**src/rtl/alu_mul_sequencer_pkg.sv**
```systemverilog
`default_nettype none
// ============================================================================
//  Module      : alu_mul_sequencer_pkg
//  Description : Shared ALU opcode encodings, widths, FSM state type and the
//                carry helper for the multi-cycle multiply sequencer.
//  Revision    : 1.0  initial release
// ============================================================================
package alu_mul_sequencer_pkg;

    localparam int DATA_W = 32;
    localparam int OP_W   = 5;
    localparam int CNT_W  = 5;

    // Encodings shared with the EX-stage ALU
    localparam logic [OP_W-1:0] ALUOP_ADD_DEFAULT = 5'b00000;
    localparam logic [OP_W-1:0] ALUOP_SUB_DEFAULT = 5'b00001;

    typedef enum logic [2:0] {
        S_IDLE   = 3'd0,
        S_ABS_A  = 3'd1,
        S_ABS_B  = 3'd2,
        S_ITER   = 3'd3,
        S_NEG_LO = 3'd4,
        S_NEG_HI = 3'd5,
        S_DONE   = 3'd6
    } state_t;

    // An unsigned add wrapped exactly when the sum is smaller than one addend
    function automatic logic add_carry(input logic [DATA_W-1:0] sum,
                                       input logic [DATA_W-1:0] addend);
        return (sum < addend);
    endfunction

endpackage
`default_nettype wire

```
**src/rtl/alu_mul_sequencer_if.sv**
```systemverilog
`default_nettype none
// ============================================================================
//  Module      : alu_mul_sequencer_if
//  Description : Request/result handshake plus shared-ALU drive bundle for the
//                multiply sequencer. slave = sequencer, master = EX stage.
//  Revision    : 1.0  initial release
// ============================================================================
interface alu_mul_sequencer_if;
    import alu_mul_sequencer_pkg::*;

    // Request / result side
    logic                start;
    logic                is_signed;
    logic [DATA_W-1:0]   op_a;
    logic [DATA_W-1:0]   op_b;
    logic                busy;
    logic                done;
    logic [DATA_W-1:0]   hi;
    logic [DATA_W-1:0]   lo;

    // Shared ALU side
    logic                alu_own;
    logic [DATA_W-1:0]   alu_in1;
    logic [DATA_W-1:0]   alu_in2;
    logic [OP_W-1:0]     alu_op;
    logic [OP_W-1:0]     alu_move;
    logic [DATA_W-1:0]   alu_result;

    modport master (
        output start, is_signed, op_a, op_b, alu_result,
        input  busy, done, hi, lo, alu_own, alu_in1, alu_in2, alu_op, alu_move
    );

    modport slave (
        input  start, is_signed, op_a, op_b, alu_result,
        output busy, done, hi, lo, alu_own, alu_in1, alu_in2, alu_op, alu_move
    );

endinterface
`default_nettype wire

```
**src/rtl/alu_mul_sequencer.sv**
```systemverilog
`default_nettype none
// ============================================================================
//  Module      : alu_mul_sequencer
//  Description : MULT/MULTU controller that borrows the EX-stage ALU: optional
//                operand abs, 32 shift-add iterations, optional 64-bit negate.
//                Result appears on {hi,lo} with a one-cycle done pulse.
//  Revision    : 1.0  initial release
// ============================================================================
module alu_mul_sequencer
    import alu_mul_sequencer_pkg::*;
#(
    parameter logic [OP_W-1:0] ALUOP_ADD = ALUOP_ADD_DEFAULT,
    parameter logic [OP_W-1:0] ALUOP_SUB = ALUOP_SUB_DEFAULT
) (
    input  wire logic           clk,
    input  wire logic           rst_n,
    alu_mul_sequencer_if.slave  bus
);

    state_t              state;
    logic [CNT_W-1:0]    cnt;
    logic [DATA_W-1:0]   mcand;
    logic [DATA_W-1:0]   hi_q;
    logic [DATA_W-1:0]   lo_q;
    logic                neg;
    logic                z;
    logic                busy_q;
    logic                done_q;

    logic                own_c;
    logic [DATA_W-1:0]   in1_c;
    logic [DATA_W-1:0]   in2_c;
    logic [OP_W-1:0]     op_c;
    logic [DATA_W-1:0]   sum;
    logic                carry;

    // Shift-add step: accumulate the multiplicand only when the current multiplier bit is set
    always_comb begin
        sum   = hi_q;
        carry = 1'b0;
        if (lo_q[0]) begin
            sum   = bus.alu_result;
            carry = add_carry(bus.alu_result, hi_q);
        end
    end

    // ALU drive decoded straight from state; idle/done leave the ALU to the pipeline
    always_comb begin
        own_c = 1'b0;
        in1_c = '0;
        in2_c = '0;
        op_c  = ALUOP_ADD;
        case (state)
            S_ABS_A: begin
                own_c = 1'b1;
                in2_c = mcand;
                op_c  = ALUOP_SUB;
            end
            S_ABS_B, S_NEG_LO: begin
                own_c = 1'b1;
                in2_c = lo_q;
                op_c  = ALUOP_SUB;
            end
            S_ITER: begin
                own_c = 1'b1;
                in1_c = hi_q;
                in2_c = mcand;
            end
            S_NEG_HI: begin
                // ALU held but unused; the high word uses a local incrementer
                own_c = 1'b1;
            end
            default: begin
                own_c = 1'b0;
            end
        endcase
    end

    // Sequencer FSM with registered busy/done and product registers
    always_ff @(posedge clk) begin
        if (!rst_n) begin
            state  <= S_IDLE;
            cnt    <= '0;
            mcand  <= '0;
            hi_q   <= '0;
            lo_q   <= '0;
            neg    <= 1'b0;
            z      <= 1'b0;
            busy_q <= 1'b0;
            done_q <= 1'b0;
        end else begin
            done_q <= 1'b0;
            case (state)
                S_IDLE: begin
                    if (bus.start) begin
                        mcand  <= bus.op_a;
                        lo_q   <= bus.op_b;
                        hi_q   <= '0;
                        cnt    <= '0;
                        neg    <= bus.is_signed & (bus.op_a[DATA_W-1] ^ bus.op_b[DATA_W-1]);
                        busy_q <= 1'b1;
                        state  <= bus.is_signed ? S_ABS_A : S_ITER;
                    end
                end
                S_ABS_A: begin
                    if (mcand[DATA_W-1]) begin
                        mcand <= bus.alu_result;
                    end
                    state <= S_ABS_B;
                end
                S_ABS_B: begin
                    // 0x80000000 negates to itself and is then read as unsigned 2^31
                    if (lo_q[DATA_W-1]) begin
                        lo_q <= bus.alu_result;
                    end
                    state <= S_ITER;
                end
                S_ITER: begin
                    hi_q <= {carry, sum[DATA_W-1:1]};
                    lo_q <= {sum[0], lo_q[DATA_W-1:1]};
                    cnt  <= cnt + 1'b1;
                    if (cnt == CNT_W'(DATA_W - 1)) begin
                        if (neg) begin
                            state <= S_NEG_LO;
                        end else begin
                            state  <= S_DONE;
                            done_q <= 1'b1;
                        end
                    end
                end
                S_NEG_LO: begin
                    // A zero low word means the +1 of the two's complement carries into hi
                    lo_q  <= bus.alu_result;
                    z     <= (lo_q == '0);
                    state <= S_NEG_HI;
                end
                S_NEG_HI: begin
                    hi_q   <= ~hi_q + {{(DATA_W-1){1'b0}}, z};
                    state  <= S_DONE;
                    done_q <= 1'b1;
                end
                S_DONE: begin
                    busy_q <= 1'b0;
                    state  <= S_IDLE;
                end
                default: begin
                    busy_q <= 1'b0;
                    state  <= S_IDLE;
                end
            endcase
        end
    end

    assign bus.busy     = busy_q;
    assign bus.done     = done_q;
    assign bus.hi       = hi_q;
    assign bus.lo       = lo_q;
    assign bus.alu_own  = own_c;
    assign bus.alu_in1  = in1_c;
    assign bus.alu_in2  = in2_c;
    assign bus.alu_op   = op_c;
    assign bus.alu_move = '0;

endmodule
`default_nettype wire

```
**src/flat_wrapper.sv**
```systemverilog
// flat-port wrapper written by rule: the top's interface ports become plain ports
module alu_mul_sequencer_flat import alu_mul_sequencer_pkg::*;
#(
    parameter logic [OP_W-1:0] ALUOP_ADD = ALUOP_ADD_DEFAULT,
    parameter logic [OP_W-1:0] ALUOP_SUB = ALUOP_SUB_DEFAULT
)
  (clk, rst_n, bus_start, bus_is_signed, bus_op_a, bus_op_b, bus_alu_result, bus_busy, bus_done, bus_hi, bus_lo, bus_alu_own, bus_alu_in1, bus_alu_in2, bus_alu_op, bus_alu_move);
  alu_mul_sequencer_if bus_i ();
  input  wire logic clk;
  input  wire logic rst_n;
  input wire logic [$bits(bus_i.start)-1:0] bus_start;
  input wire logic [$bits(bus_i.is_signed)-1:0] bus_is_signed;
  input wire logic [$bits(bus_i.op_a)-1:0] bus_op_a;
  input wire logic [$bits(bus_i.op_b)-1:0] bus_op_b;
  input wire logic [$bits(bus_i.alu_result)-1:0] bus_alu_result;
  output wire logic [$bits(bus_i.busy)-1:0] bus_busy;
  output wire logic [$bits(bus_i.done)-1:0] bus_done;
  output wire logic [$bits(bus_i.hi)-1:0] bus_hi;
  output wire logic [$bits(bus_i.lo)-1:0] bus_lo;
  output wire logic [$bits(bus_i.alu_own)-1:0] bus_alu_own;
  output wire logic [$bits(bus_i.alu_in1)-1:0] bus_alu_in1;
  output wire logic [$bits(bus_i.alu_in2)-1:0] bus_alu_in2;
  output wire logic [$bits(bus_i.alu_op)-1:0] bus_alu_op;
  output wire logic [$bits(bus_i.alu_move)-1:0] bus_alu_move;
  assign bus_i.start = bus_start;
  assign bus_i.is_signed = bus_is_signed;
  assign bus_i.op_a = bus_op_a;
  assign bus_i.op_b = bus_op_b;
  assign bus_i.alu_result = bus_alu_result;
  assign bus_busy = bus_i.busy;
  assign bus_done = bus_i.done;
  assign bus_hi = bus_i.hi;
  assign bus_lo = bus_i.lo;
  assign bus_alu_own = bus_i.alu_own;
  assign bus_alu_in1 = bus_i.alu_in1;
  assign bus_alu_in2 = bus_i.alu_in2;
  assign bus_alu_op = bus_i.alu_op;
  assign bus_alu_move = bus_i.alu_move;
  alu_mul_sequencer #(.ALUOP_ADD(ALUOP_ADD), .ALUOP_SUB(ALUOP_SUB)) u_core (.clk(clk), .rst_n(rst_n), .bus(bus_i));
endmodule
```
**config.mk**
```make
export PLATFORM = sky130hd
export DESIGN_NAME = alu_mul_sequencer_flat
export DESIGN_NICKNAME = d
export VERILOG_FILES = /design/src/rtl/alu_mul_sequencer_pkg.sv /design/src/rtl/alu_mul_sequencer_if.sv /design/src/rtl/alu_mul_sequencer.sv /design/src/flat_wrapper.sv
export SDC_FILE = /design/constraint.sdc
export NUM_CORES = 1
export LEC_CHECK = 0
export CAP_MARGIN = 10
export CELL_PAD_IN_SITES_DETAIL_PLACEMENT = 1
export CELL_PAD_IN_SITES_GLOBAL_PLACEMENT = 2
export CORE_MARGIN = 2
export CORE_UTILIZATION = 26
export CTS_BUF_LIST = sky130_fd_sc_hd__clkbuf_4
export DETAILED_ROUTE_END_ITERATION = 7
export GPL_ROUTABILITY_DRIVEN = 0
export PLACE_DENSITY = 0.89
export RECOVER_POWER = 25
export SETUP_SLACK_MARGIN = 0.4
export SLEW_MARGIN = 10
export SYNTH_ARGS = -nofsm -noshare
export SYNTH_HDL_FRONTEND = slang
export SYNTH_SLANG_ARGS = --single-unit
```
**constraint.sdc**
```tcl
create_clock -name clk -period 2.75 [get_ports clk]
set_input_delay 0.55 -clock clk [delete_from_list [all_inputs] [get_ports clk]]
set_output_delay 0.55 -clock clk [all_outputs]
set_load 0.01 [all_outputs]
```
== Word level (Yosys, flattened, before mapping) ==
Index checks and enable logic that the tools add are counted.

* Bits in registers: 108
* Input port bits: 100

* Muxes and demuxes: 26
* Eq/ne operators: 10
* Order comparisons: 1
* Reductions and logical operators: 19
* Add/subtract/negate cells: 2
* Bitwise gates (word level): 4

{| class="wikitable"
|+ Operators with widths
! kind !! number
|-
| $mux 32 || 7
|-
| $pmux 32 s2 || 2
|-
| $pmux 32 s4 || 1
|-
| $pmux 32 s3 || 1
|-
| $add 32x1->32 || 1
|-
| $logic_not 32->1 || 1
|-
| $lt 32x32->1 || 1
|-
| $not 32->32 || 1
|-
| $pmux 3 s6 || 1
|-
| $reduce_and 2->1 || 7
|-
| $pmux 5 s2 || 1
|-
| $eq 3x2->1 const B || 2
|-
| $eq 3x3->1 const B || 2
|-
| $mux 1 || 6
|-
| $mux 3 || 2
|-
| $ne 2x1->1 const B || 3
|-
| $reduce_and 3->1 || 2
|-
| $add 5x1->5 const B || 1
|-
| $eq 5x5->1 const B || 1
|-
| $mux 5 || 1
|-
| $reduce_or 5->1 || 1
|-
| $mux 2 || 2
|-
| $pmux 1 s2 || 2
|-
| $reduce_bool 2->1 || 2
|-
| 10 further kinds || 11
|}

== Logic depth before layout (Yosys ltp) ==
* Depth after elaboration: 4
* Gate-level depth with buffers: 9
* Gate-level depth less buffers: 8

== Worst setup path before layout ==
OpenSTA, ideal clock, no wires.

* Kind: flip-flop to flip-flop
* Start point: register u_core.hi_q[0], in the netlist u_core.bus.hi[0]
* End point: register u_core.hi_q[26], in the netlist u_core.bus.hi[26]
* Stages on the path, launching flop included: 10
* Data required time: 2,628 ps
* Path slack: 539 ps
* Arrival: 2,089 ps
* Cells stage by stage: dfxtp_1 > inv_1 > ha_1 > ha_1 > or3b_4 > nand4b_4 > buf_6 > nor4b_4 > xnor2_1 > a221o_1

* Word-level cells in the longest chain between the ends: 3

{| class="wikitable"
|+ Ends and longest elaborated chain
! element !! line !! source
|-
| start: declaration || alu_mul_sequencer.sv:23 || <nowiki>logic [DATA_W-1:0] hi_q;</nowiki>
|-
| start signal: assignment || alu_mul_sequencer.sv:119 || <nowiki>hi_q <= {carry, sum[DATA_W-1:1]};</nowiki>
|-
| start signal: assignment || alu_mul_sequencer.sv:138 || <nowiki>hi_q <= ~hi_q + {{(DATA_W-1){1'b0}}, z};</nowiki>
|-
| $not 32->32 || alu_mul_sequencer.sv:138 ||
|-
| $add 32x1->32 || alu_mul_sequencer.sv:138 ||
|-
| $pmux 32 s3 || alu_mul_sequencer.sv:93 || <nowiki>case (state)</nowiki>
|}

Every way passes these cells.
A chain may end at the register's enable or synchronous reset.

== Worst setup path in the final report ==
* Start point: register u_core.state[2]
* End point: register u_core.hi_q[24], in the netlist u_core.bus.hi[24]

* Word-level cells in the longest chain between the ends: 3
* Elaborated cells on any way between the ends: 7
* Classes of those cells: eq/ne: 3; mux: 1; reduce/logical: 3

{| class="wikitable"
|+ Ends and longest elaborated chain
! element !! line !! source
|-
| start: declaration || alu_mul_sequencer.sv:20 || <nowiki>state_t state;</nowiki>
|-
| start signal: assignment || alu_mul_sequencer.sv:102 || <nowiki>state <= bus.is_signed ? S_ABS_A : S_ITER;</nowiki>
|-
| $eq 3x3->1, or another cell as far along || alu_mul_sequencer.sv:93 ||
|-
| $reduce_bool 3->1 (no line) or $ne 2x2->1 (tied branches) || n/a ||
|-
| $reduce_and 2->1 (no line) || n/a ||
|}

Parallel ways exist; a longest one is shown, timed or not.

==> impl_metrics.yaml <==
job:
  maxCapViolations: 0
clock_network:
  insertion_delay_ns: 0.50
  clock_sinks: 108
  clockRootBuffer: "clkbuf_4"
  htreeDepth: 3
  path_clk_slew_ns: 0.18
  hold_buffers: 0
  cts_buffer_depth: 2
  cts_tree: "built"
  cts_buffers: 9
final_layout:
  final_area_sq_um: 11100
  final_cells: 1598
  fin_util: 0.409
  area_growth_pct: 53.9
  fin_nets: 1354
  drive_gt1_frac: 0.201
  nFillCells: 3224
  regArea_sq_um: 2170
  multi_input_area_sq_um: 4860
synth:
  ys_async_sr_fraction: 0
  synth_edf_count: 0
  ys_ff_latch: 108
  ys_types: 66
  ys.flop_type: "dfxtp_1"
  synth.cell_area_sq_um: 7200
  synth.area.top_cells: "dfxtp_1, a21oi_1, ha_1"
  synth_warnings: 0
  seq_area_frac_synth: 0.300
  synthTopCellsByCount: "nand2_1, a21oi_1, dfxtp_1"
  synth_top_cell_by_area: "dfxtp_1"
  synth_top_cell_area_share: 0.300
  syn_avg_cell_area_sq_um: 7.58
  synth.most_common_cell: "nand2_1"
  syn-instance-count: 951
setup_path:
  path_cells: "buf_8 -> buf_4 -> clkbuf_1 -> and3b_1 -> buf_4 -> nand2_1 -> nor4_1 -> o21ai_0 -> o211ai_1"
  path_buf_inv: 4
  r2r_setup_slack_ns: 0.21
  worstSetupPathType: "register to register"
  slowest_stage: "dfxtp_1"
  worst-path-max-fanout: 19
  arrival_ns: 2.97
  crit_family: "simple AND/OR/NAND/NOR gates"
  worstSetupStartpoint: "u_core.state[2]"
  cp-start-kind: "register"
  cp.required_ns: 3.18
  critPathCapture: "u_core.bus.hi[24]"
  r2r_end: "u_core.bus.hi[24]"
  critPathMostFrequentCell: "buf_4"
  cpPeakStageDelay_ns: 0.46
  rr_startpoint: "u_core.state[2]"
  r2r_cells: 9
  worst-path-stages: 9
  worstSetupEndpointType: "register"
timing:
  fin_setup_tns_ns: 0
  maxSlewHeadroom: 0.581
  hold_violations: 0
  fmaxAchievable_mhz: 394
  fin_crit_sh: 0.922
  rsz0062_at_grt: "true"
  slew_viol_final: 0
  fin_crit_ns: 2.54
  setup-violations-final: 0
  tightest_slew_ns: 0.629
  finClkSkew_ns: 0.0139
  timing.final.ws_setup_ns: 0.214
placement:
  place_area_sq_um: 10200
  dp_cells: 1538
  numPortBuffers: 231
  dp_hpwl_mm: 25.6
  dpl_worst_slack_ns: 0.0819
detailed_routing:
  finalWirelength_mm: 36.7
  drc: 0
  wl_per_cell_microns: 23.0
  initialDrtViolationCount: 642
  drtAntennaViolNets: 0
  vias: 8729
  firstDrtPassIters: 5
  vias_per_cell: 5.46
pwr:
  p_switching_uw: 1600
  p_leak_uw: 0.00405
  pwr-share-seq: 0.416
  pwr-share-clk: 0.219
  comb_power_share: 0.366
  intPower_uw: 2800
  cellPowerDensity_nw_per_um2: 396
  max-vdd-ir-drop_mv: 0.183
  p_sw_frac: 0.364
die:
  die_h_microns: 170
  die_w_microns: 170
  core_sq_um: 27100
  initial_utilization: 0.266
  pin_count: 241
  std_cell_rows: 60
  dieArea_sq_um: 29100
global_route:
  grt_pass1_wl_mm: 53.4
  grt_use_total: 0.242
  antenna_found_initial: 2
  grtUsageMet1: 0.322
  grt-busiest-layer: "met2"
  grt_max_degree: 94
  grt_pass1_vias: 8652
  globalRouteOverflowTotal: 0
  grt_use_met3: 0.0472
  grt_use_met2: 0.394
worst_hold_path:
  min_from: "u_core.mcand[15]"
  hold_depth: 2
  hp-class: "register to register"
run_status:
  status: "completed"
[metal layers]
metal  wire, microns  share of wire
met5               0              0
met3            2510          0.068
met4             947          0.026
met2           17100           0.47
met1           16100           0.44
[power by group through the flow]
stage | registers, uW | clock network, uW | logic (uW)
3_3_place_gp | 1860 | 0 | 1400
4_1_cts | 1820 | 971 | 1530
2_1_floorplan | 1830 | 0 | 685
3_5_place_dp | 1860 | 0 | 1420
5_1_grt | 1840 | 1030 | 1720
6_report | 1830 | 961 | 1610
[final cells by class]
class | count | area share
antenna | 2 | 0.000451
clock buffer | 9 | 0.00609
clock inverter | 7 | 0.00824
inverter | 38 | 0.0129
multi-input combinational | 729 | 0.438
sequential | 108 | 0.196
tap | 372 | 0.0420
timing repair buffer | 333 | 0.296
[worst register-to-register path, cell delays in order (launching register included)]
cell,delay [ns]
dfxtp_1,0.46
buf_8,0.13
buf_4,0.14
clkbuf_1,0.27
and3b_1,0.33
buf_4,0.31
nand2_1,0.14
nor4_1,0.40
o21ai_0,0.18
o211ai_1,0.12
[cell usage in the layout, fill, tap and decap left out, types with 13 or more instances in the layout]
cell type	count
clkdlybuf4s50_1	165
nand2_1	112
a21oi_1	105
dfxtp_1	103
nor2_1	70
buf_4	70
buf_2	40
o21ai_0	38
inv_1	36
a22o_1	35
o211ai_1	34
ha_1	33
a22oi_1	32
buf_6	31
o2bb2ai_1	29
mux2i_1	25
nor2_4	23
nor4_1	19
nand3_1	18
nor3_1	14
a31oi_1	13
nand4_1	13
[registers in the layout, indices dropped and copies added (netlist names)]
register and count:
u_core.state 3, u_core.bus.lo 32, u_core.z 1, u_core.mcand 32, u_core.bus.busy 1, u_core.bus.done 1, u_core.neg 1, u_core.bus.hi 32
u_core.cnt 5
[kinds of logic (layout without fill, tap and decap cells)]
group,Yosys count,after routing,synth area share
mux,27,27,0.0379
simple gates,319,319,0.212
other cells,1,11,0.000521
fa+ha+maj,35,35,0.0608
xor+xnor,10,10,0.0122
buf+inv,122,387,0.0714
compound gates,329,329,0.305
flops,108,108,0.300
[through the flow]
stage               power [uW]  hold slack, ns
floorplan                 2510           0.424
global placement          3260           0.441
detailed placement        3280           0.448
CTS                       4320           0.469
global route              4590           0.489
finish                    4390           0.468
[timing repair]
item	CTS	global route
cloned	6	5
endpoints found under the setup margin	79	75
gates resized for setup	298	85
endpoints found under the hold margin	0	0
pin swaps	26	10
setup buffers	18	13
[how the worst min path moves through the flow]
stage                                   to  slack [ns]
after floorplan              u_core.cnt[3]        0.42
after global placement    u_core.mcand[18]        0.44
after detailed placement  u_core.mcand[15]        0.45
after global routing      u_core.mcand[15]        0.49
after CTS                 u_core.mcand[15]        0.47
final                     u_core.mcand[15]        0.47
(Power assumes the default switching activity.)
